`src/rtl/systolic_array_sequencer.sv`:
```
// Job sequencer for a SIZE x SIZE systolic array: clears the array, streams K skewed
// x/w beats onto its west/north edges, drains the pipeline and reports completion.
module systolic_array_sequencer #(
    parameter int NBITS = 16,
    parameter int SIZE  = 4,
    parameter int KBITS = 8
) (
    input  logic                  clk,
    input  logic                  rst,
    input  logic                  start_val,
    output logic                  start_rdy,
    input  logic [KBITS-1:0]      k_len,
    input  logic                  in_val,
    output logic                  in_rdy,
    input  logic [SIZE*NBITS-1:0] x_vec,
    input  logic [SIZE*NBITS-1:0] w_vec,
    output logic [SIZE*NBITS-1:0] x_edge,
    output logic [SIZE*NBITS-1:0] w_edge,
    output logic                  arr_en,
    output logic                  arr_clr,
    output logic                  done_val,
    input  logic                  done_rdy,
    output logic                  busy
);

    localparam int DW = $clog2(2 * SIZE);
    localparam logic [DW-1:0] DRAIN_LAST = DW'(2 * (SIZE - 1) - 1);

    localparam logic [2:0] S_IDLE  = 3'd0;
    localparam logic [2:0] S_CLEAR = 3'd1;
    localparam logic [2:0] S_FEED  = 3'd2;
    localparam logic [2:0] S_DRAIN = 3'd3;
    localparam logic [2:0] S_DONE  = 3'd4;

    logic [2:0]       state;
    logic [KBITS-1:0] k_q;
    logic [KBITS-1:0] beat_cnt;
    logic [DW-1:0]    drain_cnt;
    logic             fire_in;
    logic             shift;

    assign fire_in   = in_val && (state == S_FEED);
    assign shift     = fire_in || (state == S_DRAIN);
    assign start_rdy = (state == S_IDLE);
    assign in_rdy    = (state == S_FEED);
    assign arr_en    = shift;
    assign arr_clr   = (state == S_CLEAR);
    assign done_val  = (state == S_DONE);
    assign busy      = (state != S_IDLE);

    // Counters only ever compare for equality, so k = 2^KBITS-1 needs no extra bit.
    always_ff @(posedge clk or negedge rst) begin
        if (!rst) begin
            state     <= S_IDLE;
            k_q       <= '0;
            beat_cnt  <= '0;
            drain_cnt <= '0;
        end else begin
            case (state)
                S_IDLE: begin
                    if (start_val) begin
                        k_q   <= k_len;
                        state <= S_CLEAR;
                    end
                end
                S_CLEAR: begin
                    beat_cnt  <= '0;
                    drain_cnt <= '0;
                    state     <= (k_q == '0) ? S_DONE : S_FEED;
                end
                S_FEED: begin
                    if (in_val) begin
                        beat_cnt <= beat_cnt + 1'b1;
                        if (beat_cnt == k_q - 1'b1) begin
                            drain_cnt <= '0;
                            state     <= S_DRAIN;
                        end
                    end
                end
                S_DRAIN: begin
                    drain_cnt <= drain_cnt + 1'b1;
                    if (drain_cnt == DRAIN_LAST)
                        state <= S_DONE;
                end
                S_DONE: begin
                    if (done_rdy)
                        state <= S_IDLE;
                end
                default: state <= S_IDLE;
            endcase
        end
    end

    assign x_edge[0 +: NBITS] = fire_in ? x_vec[0 +: NBITS] : '0;
    assign w_edge[0 +: NBITS] = fire_in ? w_vec[0 +: NBITS] : '0;

    // Lane i is delayed by an i-deep chain; zeros are shifted in while draining.
    for (genvar i = 1; i < SIZE; i++) begin : g_lane
        logic [NBITS-1:0] x_chain [i];
        logic [NBITS-1:0] w_chain [i];
        logic [NBITS-1:0] x_head;
        logic [NBITS-1:0] w_head;

        assign x_head = fire_in ? x_vec[i*NBITS +: NBITS] : '0;
        assign w_head = fire_in ? w_vec[i*NBITS +: NBITS] : '0;

        always_ff @(posedge clk or negedge rst) begin
            if (!rst) begin
                for (int s = 0; s < i; s++) begin
                    x_chain[s] <= '0;
                    w_chain[s] <= '0;
                end
            end else if (state == S_CLEAR) begin
                for (int s = 0; s < i; s++) begin
                    x_chain[s] <= '0;
                    w_chain[s] <= '0;
                end
            end else if (shift) begin
                x_chain[0] <= x_head;
                w_chain[0] <= w_head;
                for (int s = 1; s < i; s++) begin
                    x_chain[s] <= x_chain[s-1];
                    w_chain[s] <= w_chain[s-1];
                end
            end
        end

        assign x_edge[i*NBITS +: NBITS] = x_chain[i-1];
        assign w_edge[i*NBITS +: NBITS] = w_chain[i-1];
    end

endmodule

```
`config.mk`:
```
export PLATFORM = sky130hd
export DESIGN_NAME = systolic_array_sequencer
export DESIGN_NICKNAME = d
export VERILOG_FILES = /design/src/rtl/systolic_array_sequencer.sv
export SDC_FILE = /design/constraint.sdc
export NUM_CORES = 1
export LEC_CHECK = 0
export ABC_AREA = 0
export ABC_CLOCK_PERIOD_IN_PS = 2800
export CAP_MARGIN = 20
export CORE_UTILIZATION = 48
export DETAILED_ROUTE_END_ITERATION = 10
export PLACE_DENSITY = 0.81
export SLEW_MARGIN = 10
export SYNTH_ARGS = -nofsm -noshare
export SYNTH_HDL_FRONTEND = slang
export SYNTH_SLANG_ARGS = --single-unit
```
`constraint.sdc`:
```
create_clock -name clk -period 2.8 [get_ports clk]
set_clock_uncertainty 0.2 [all_clocks]
set_input_delay 0.42 -clock clk [delete_from_list [all_inputs] [get_ports clk]]
set_output_delay 0.42 -clock clk [all_outputs]
set_load 0.005 [all_outputs]
```
=== After elaboration in Yosys (flattened, before gate mapping) ===
Cells that the tools add are included.

* Bits in registers: 214
* Latch bits: 0
* RAM bits: 0
* Bits in read-only memories: 0
* Input port bits: 141
* Output and inout port bits: 134
* Word-level logic and storage cells: 74
* Memories kept: 0

* $add $sub $neg: 3
* Multiply operators: 0
* Divide/modulo/power cells: 0
* Magnitude comparators: 0
* Equal/unequal tests: 11
* Shifts and indexed selects: 0
* Multiplexer cells: 32
* Bitwise gates (word level): 0
* Reductions and logical operators: 12

{| class="wikitable"
|+ Operator list
! operator !! number
|-
| 16-bit 2-to-1 mux || 12
|-
| 48-bit 2-to-1 mux || 4
|-
| 32-bit 2-to-1 mux || 4
|-
| 3-bit 2-to-1 mux || 8
|-
| 8-bit case mux with 2 select lines || 1
|-
| 3-bit case mux with 5 select lines || 1
|-
| 3-bit case mux with 3 select lines || 1
|-
| 8-bit by 1-bit adder with 8-bit output, second input constant || 1
|-
| 8-bit == test || 1
|-
| 8-bit zero test || 1
|-
| 8-bit 2-to-1 mux || 1
|-
| 8-bit by 1-bit subtractor with 8-bit output, second input constant || 1
|-
| 3-bit by 2-bit == test with 1-bit output, second input constant || 2
|-
| 3-bit == test, second input constant || 2
|-
| 2-bit by 1-bit != test with 1-bit output, second input constant || 3
|-
| 3-bit nonzero test || 2
|-
| 5-bit AND reduction || 1
|-
| 2-bit != test, second input constant || 2
|-
| 2-bit AND reduction || 2
|-
| 2-bit nonzero test || 2
|-
| 3-bit by 1-bit adder with 3-bit output, second input constant || 1
|-
| 3-bit by 1-bit == test with 1-bit output, second input constant || 1
|-
| 3-bit zero test || 1
|-
| 3-bit AND reduction || 1
|-
| other kinds (2) || 2
|}

=== Depth between registers and ports, before layout ===
* Word-level depth: 5
* Depth in mapped cells: 8
* Mapped depth without buffers: 7

=== Least setup slack after synthesis ===
Ideal clock, no wire load.

* Kind: register -> register
* Start point: reg k_q[0]
* End point: reg drain_cnt[1]
* Library setup time: 0.145 ns
* Arrival: 1.715 ns
* Data required time: 2.455 ns
* Slack: 0.741 ns
* Cell stages (with the launch flop): 8
* Buffers on the path: 0
* Period minus slack after synthesis: 2.059 ns
* Path through: dfrtp_1 -> inv_1 -> ha_1 -> o21ba_1 -> a221oi_2 -> a41oi_1 -> nor4_2 -> o221ai_1

* Cells in the longest elaborated chain, start to end: 4

{| class="wikitable"
|+ Ends and longest elaborated chain
! element !! line !! source
|-
| start: declaration || 36 || <nowiki>logic [KBITS-1:0] k_q;</nowiki>
|-
| start signal: assignment || 62 || <nowiki>k_q <= k_len;</nowiki>
|-
| 8-bit by 1-bit subtractor with 8-bit output || 74 || <nowiki>if (beat_cnt == k_q - 1'b1) begin</nowiki>
|-
| 8-bit == test || 74 ||
|-
| 2-bit by 1-bit != test with 1-bit output (no source line) || n/a ||
|-
| 3-bit AND reduction (no source line) || n/a ||
|-
| end signal: assignment || 81 || <nowiki>drain_cnt <= drain_cnt + 1'b1;</nowiki>
|-
| end: declaration || 38 || <nowiki>logic [DW-1:0] drain_cnt;</nowiki>
|}

Every way passes these cells.
A chain may end at the register's enable or synchronous reset.

=== Worst setup path in the final report ===
* Start point: reg state[0]
* End point: out w_edge[14]

* Cells in the longest elaborated chain, start to end: 3

{| class="wikitable"
|+ Ends and longest elaborated chain
! element !! line !! source
|-
| start: declaration || 35 || <nowiki>logic [2:0] state;</nowiki>
|-
| start signal: assignment || 69 || <nowiki>state <= (k_q == '0) ? S_DONE : S_FEED;</nowiki>
|-
| 3-bit by 2-bit == test with 1-bit output || 42 || <nowiki>assign fire_in = in_val && (state == S_FEED);</nowiki>
|-
| 1-bit logical AND || 42 ||
|-
| 16-bit 2-to-1 mux || 95 || <nowiki>assign w_edge[0 +: NBITS] = fire_in ? w_vec[0 +: NBITS] : '0;</nowiki>
|-
| end: declaration || 18 || <nowiki>output logic [SIZE*NBITS-1:0] w_edge,</nowiki>
|}

Every way passes these cells.

==> summary.md <==
| Metric | Value |
|---|---|
| Status | `complete, no violations` |
| Nets | `1425` |
| Tmin final | `2.77 ns` |
| Fin crit share | `98.8%` |
| Drt first-iter violations | `about 470` |
| Type of origin of the critical path | `flip-flop` |
| Slew margin rel. | `51.5%` |
| R2R setup slack | `between 0.4 and 0.5 ns` |
| Multi-input gate area | `~3400 um2` |
| Clock latency on the worst-skew pair | `0.50 ns` |
| Pwr dens | `1140 nW/um2` |
| Maxcap violations | `0` |
| Worst-case clock buffer depth | `3` |
| Top area cells in the synthesized netlist | `dfrtp_1 (56%), nand2_1 (16%), buf_4 (5.4%), nand3_1 (5.3%), a21oi_1 (5.1%)` |
| Post-Route WL | `around 24000 um` |
| WS Path Type | `reg -> out` |
| Asr flop ratio synth | `100%` |
| Largest net degree at the start of global routing | `about 100` |
| Vias in the first global route | `slightly below 8k` |
| Fill cells | `1530` |
| Cell type with the largest total area after synthesis | `dfrtp_1` |
| Post-DP HPWL | `15400 um` |
| Final Instance Area | `13100 um2` |
| TritonCTS clock tree | `yes` |
| Die area | `20500 um2` |
| Hold slack | `~0.24 ns` |
| Antenna violations before repair | `0` |
| CP endpoint | `w_edge[14]` |
| Fin. max-slew vios | `0` |
| Total GRT Usage | `approximately a quarter` |
| Crit path max fanout | `13` |
| Die span in x | `~140 um` |
| Area after DPL | `between 10000 and 15000 um2` |
| Number of vias in the routed layout | `about 8k` |
| 1st-pass router iterations | `5` |
| Num CTS Buffers | `23` |
| Io pins | `approximately 280` |
| Post-Syn Nets | `between 1k and 1.5k` |
| Number of synthesized flops with an enable pin | `0` |
| Fmax | `361 MHz` |
| Via density | `5.14` |
| Crit path required time | `2.18 ns` |
| Core Region | `19500 um2` |
| VDD IR-drop max | `0.588 mV` |
| Synth Cell Area | `9590 um2` |
| Reg clk slew, reported paths | `0.06 ns` |
| Clk sinks | `around 210` |
| Diodes inserted | `0` |
| Library cells used by synthesis | `42` |
| CTS root buf | `clkbuf_16` |
| Die H | `143 um` |
| Pleak | `6.21 nW` |
| Final core utilization | `67.2%` |
| DP Worst Slack | `approximately 0.20 ns` |
| # port buffers | `274` |
| Yosys warning count | `0` |
| Worst Setup End Kind | `output port` |
| Global-route wire length before repair | `38800 um` |
| Final Wtd Congestion | `0.814` |
| CTS H-Tree Depth | `1` |
| Routed Antenna Nets | `0` |
| Final hold vios | `0` |
| Sequential-to-total area share from yosys stat | `between 50% and 60%` |
| Primary FF master, synth | `dfrtp_1` |
| Mean Syn Cell Area | `8.87 um2` |
| Setup ws final | `~0.033 ns` |
| # DRC | `0` |
| Grt total ovfl | `0` |
| FF-to-FF path depth | `7` |
| Drt wl/cell | `15.7 um` |
| Worst endpoint data arrival time | `2.15 ns` |
| Hold crit path type | `in -> reg` |
| Tightest Pin Transition | `0.728 ns` |
| Synth Register Bits | `between 200 and 250` |
| Proportion of netlist area held by the largest area contributor | `55.9%` |
| R2R Path End | `drain_cnt[1]$_DFFE_PN0P_` |
| Site Rows | `around 50` |
| Worst r2r src | `k_q[0]$_DFFE_PN0P_` |
| CP Launch Point | `state[0]$_DFFE_PN0P_` |
| Register area | `between 5000 and 6000 um2` |
| Share of layout cells above drive strength 1 | `7.25%` |
| Endpoints failing setup | `0` |
| Gate Count Post-Synth | `1081` |
| Layout area overhead | `36.8%` |
| Initial core utilization | `49.1%` |
layer usage:
layer  up-vias  GRT usage [%]  share of wire [%]
met3        39           5.80                7.5
met5         -              0                  0
met2       280           39.9                 50
met4         0           6.61                2.2
li1       3834              -                  -
met1      3874           30.6                 41
power by group:
part	total, mW	leakage [nW]	switching [mW]	internal, mW
clock	3.02	0.377	1.22	1.80
sequential	5.48	2.86	0.908	4.57
combinational	6.47	2.97	3.40	3.07
total	15.0	6.21	5.53	9.43
metrics by stage:
stage,cells,TNS (ns),power (mW)
final,1561,0,15.0
after global routing,1561,-0.0526,16.0
after CTS,1549,0,14.9
after global placement,1505,0,11.6
after detailed placement,1505,0,11.8
after floorplan,1081,0,9.30
timing repair:
| item | CTS | global route |
|---|---|---|
| hold buffers | 1 | 0 |
| buffers inserted | 1 | 10 |
| pin swaps | 2 | 2 |
| endpoints found under the hold margin | 64 | 0 |
| setup endpoints to repair | 33 | 30 |
| cloned | 0 | 2 |
| gates resized for setup | 5 | 8 |
worst min-delay path by stage:
stage          startpoint                                 to  slack (ns)  cells past startpoint
2_1_floorplan         rst            beat_cnt[0]$_DFFE_PN0P_       -0.08                      0
3_3_place_gp          rst             w_edge[48]$_DFFE_PN0P_        0.27                      1
3_5_place_dp          rst             w_edge[50]$_DFFE_PN0P_        0.26                      1
4_1_cts         w_vec[38]  g_lane[2].w_chain[22]$_DFFE_PN0P_        0.23                      3
5_1_grt         x_vec[26]  g_lane[1].x_chain[10]$_DFFE_PN0P_        0.23                      3
6_report        w_vec[34]  g_lane[2].w_chain[18]$_DFFE_PN0P_        0.24                      3
registers in the layout, summed over array words and instances (netlist names):
name,flops
w_edge,32
g_lane.w_chain,64
g_lane.x_chain,64
k_q,8
state,3
drain_cnt,3
x_edge,32
beat_cnt,8
synth_stat cells, drive strengths merged, types with 2 or more instances:
master and instances:
a21oi 98, ha 5, a31oi 4, nand2 401, inv 7, buf 104
mux2i 2, nand4 4, clkbuf 34, nor3 3, nor4 2, nand3 103
mux2 6, nor2 14, dfrtp 214, nand2b 3, xor2 9, and2 33
xnor2 3, o21ai 14, and3 4
cell families after synthesis:
| family | after synthesis | synth area share (%) |
|---|---|---|
| flops | 214 | 55.9 |
| fa+ha+maj | 5 | 0.653 |
| buf+inv | 145 | 8.92 |
| simple gates | 569 | 25.3 |
| compound gates | 128 | 7.28 |
| xor+xnor | 12 | 1.10 |
| mux | 8 | 0.914 |
critical path, stage by stage, from the launching register on:
cell,delay (ns)
dfrtp_1,0.42
nor2_4,0.14
and3_4,0.30
buf_12,0.16
and2_1,0.14
clkdlybuf4s50_1,0.49
layout by cell type, fill, tap and decap left out, drive strengths merged, types with 2 or more instances in the layout:
cell type      netlist  final
and2                33     33
xor2                 9      9
nand2              401    401
buf                104     34
nand2b               3      3
dlygate4sd2          0      2
nand4                4      4
o21ai               14     14
ha                   5      5
xnor2                3      3
dlymetal6s2s         0      7
clkbuf              34     37
dfrtp              214    214
a21oi               98     98
nor4                 2      2
nor3                 3      3
inv                  7      9
clkinv               0      4
mux2i                2      2
nand3              103    103
and3                 4      4
clkdlybuf4s50        0    264
mux2                 6      6
nor2                14     14
a31oi                4      4
final cells by class:
| class | instances | area share (%) |
|---|---|---|
| clock inverter | 8 | 0.573 |
| timing repair buffer | 311 | 24.5 |
| multi-input combinational | 722 | 26.1 |
| tap | 265 | 2.53 |
| sequential | 214 | 40.8 |
| inverter | 7 | 0.200 |
| clock buffer | 34 | 5.24 |
Note: power is estimated with default switching activity, not from simulation.
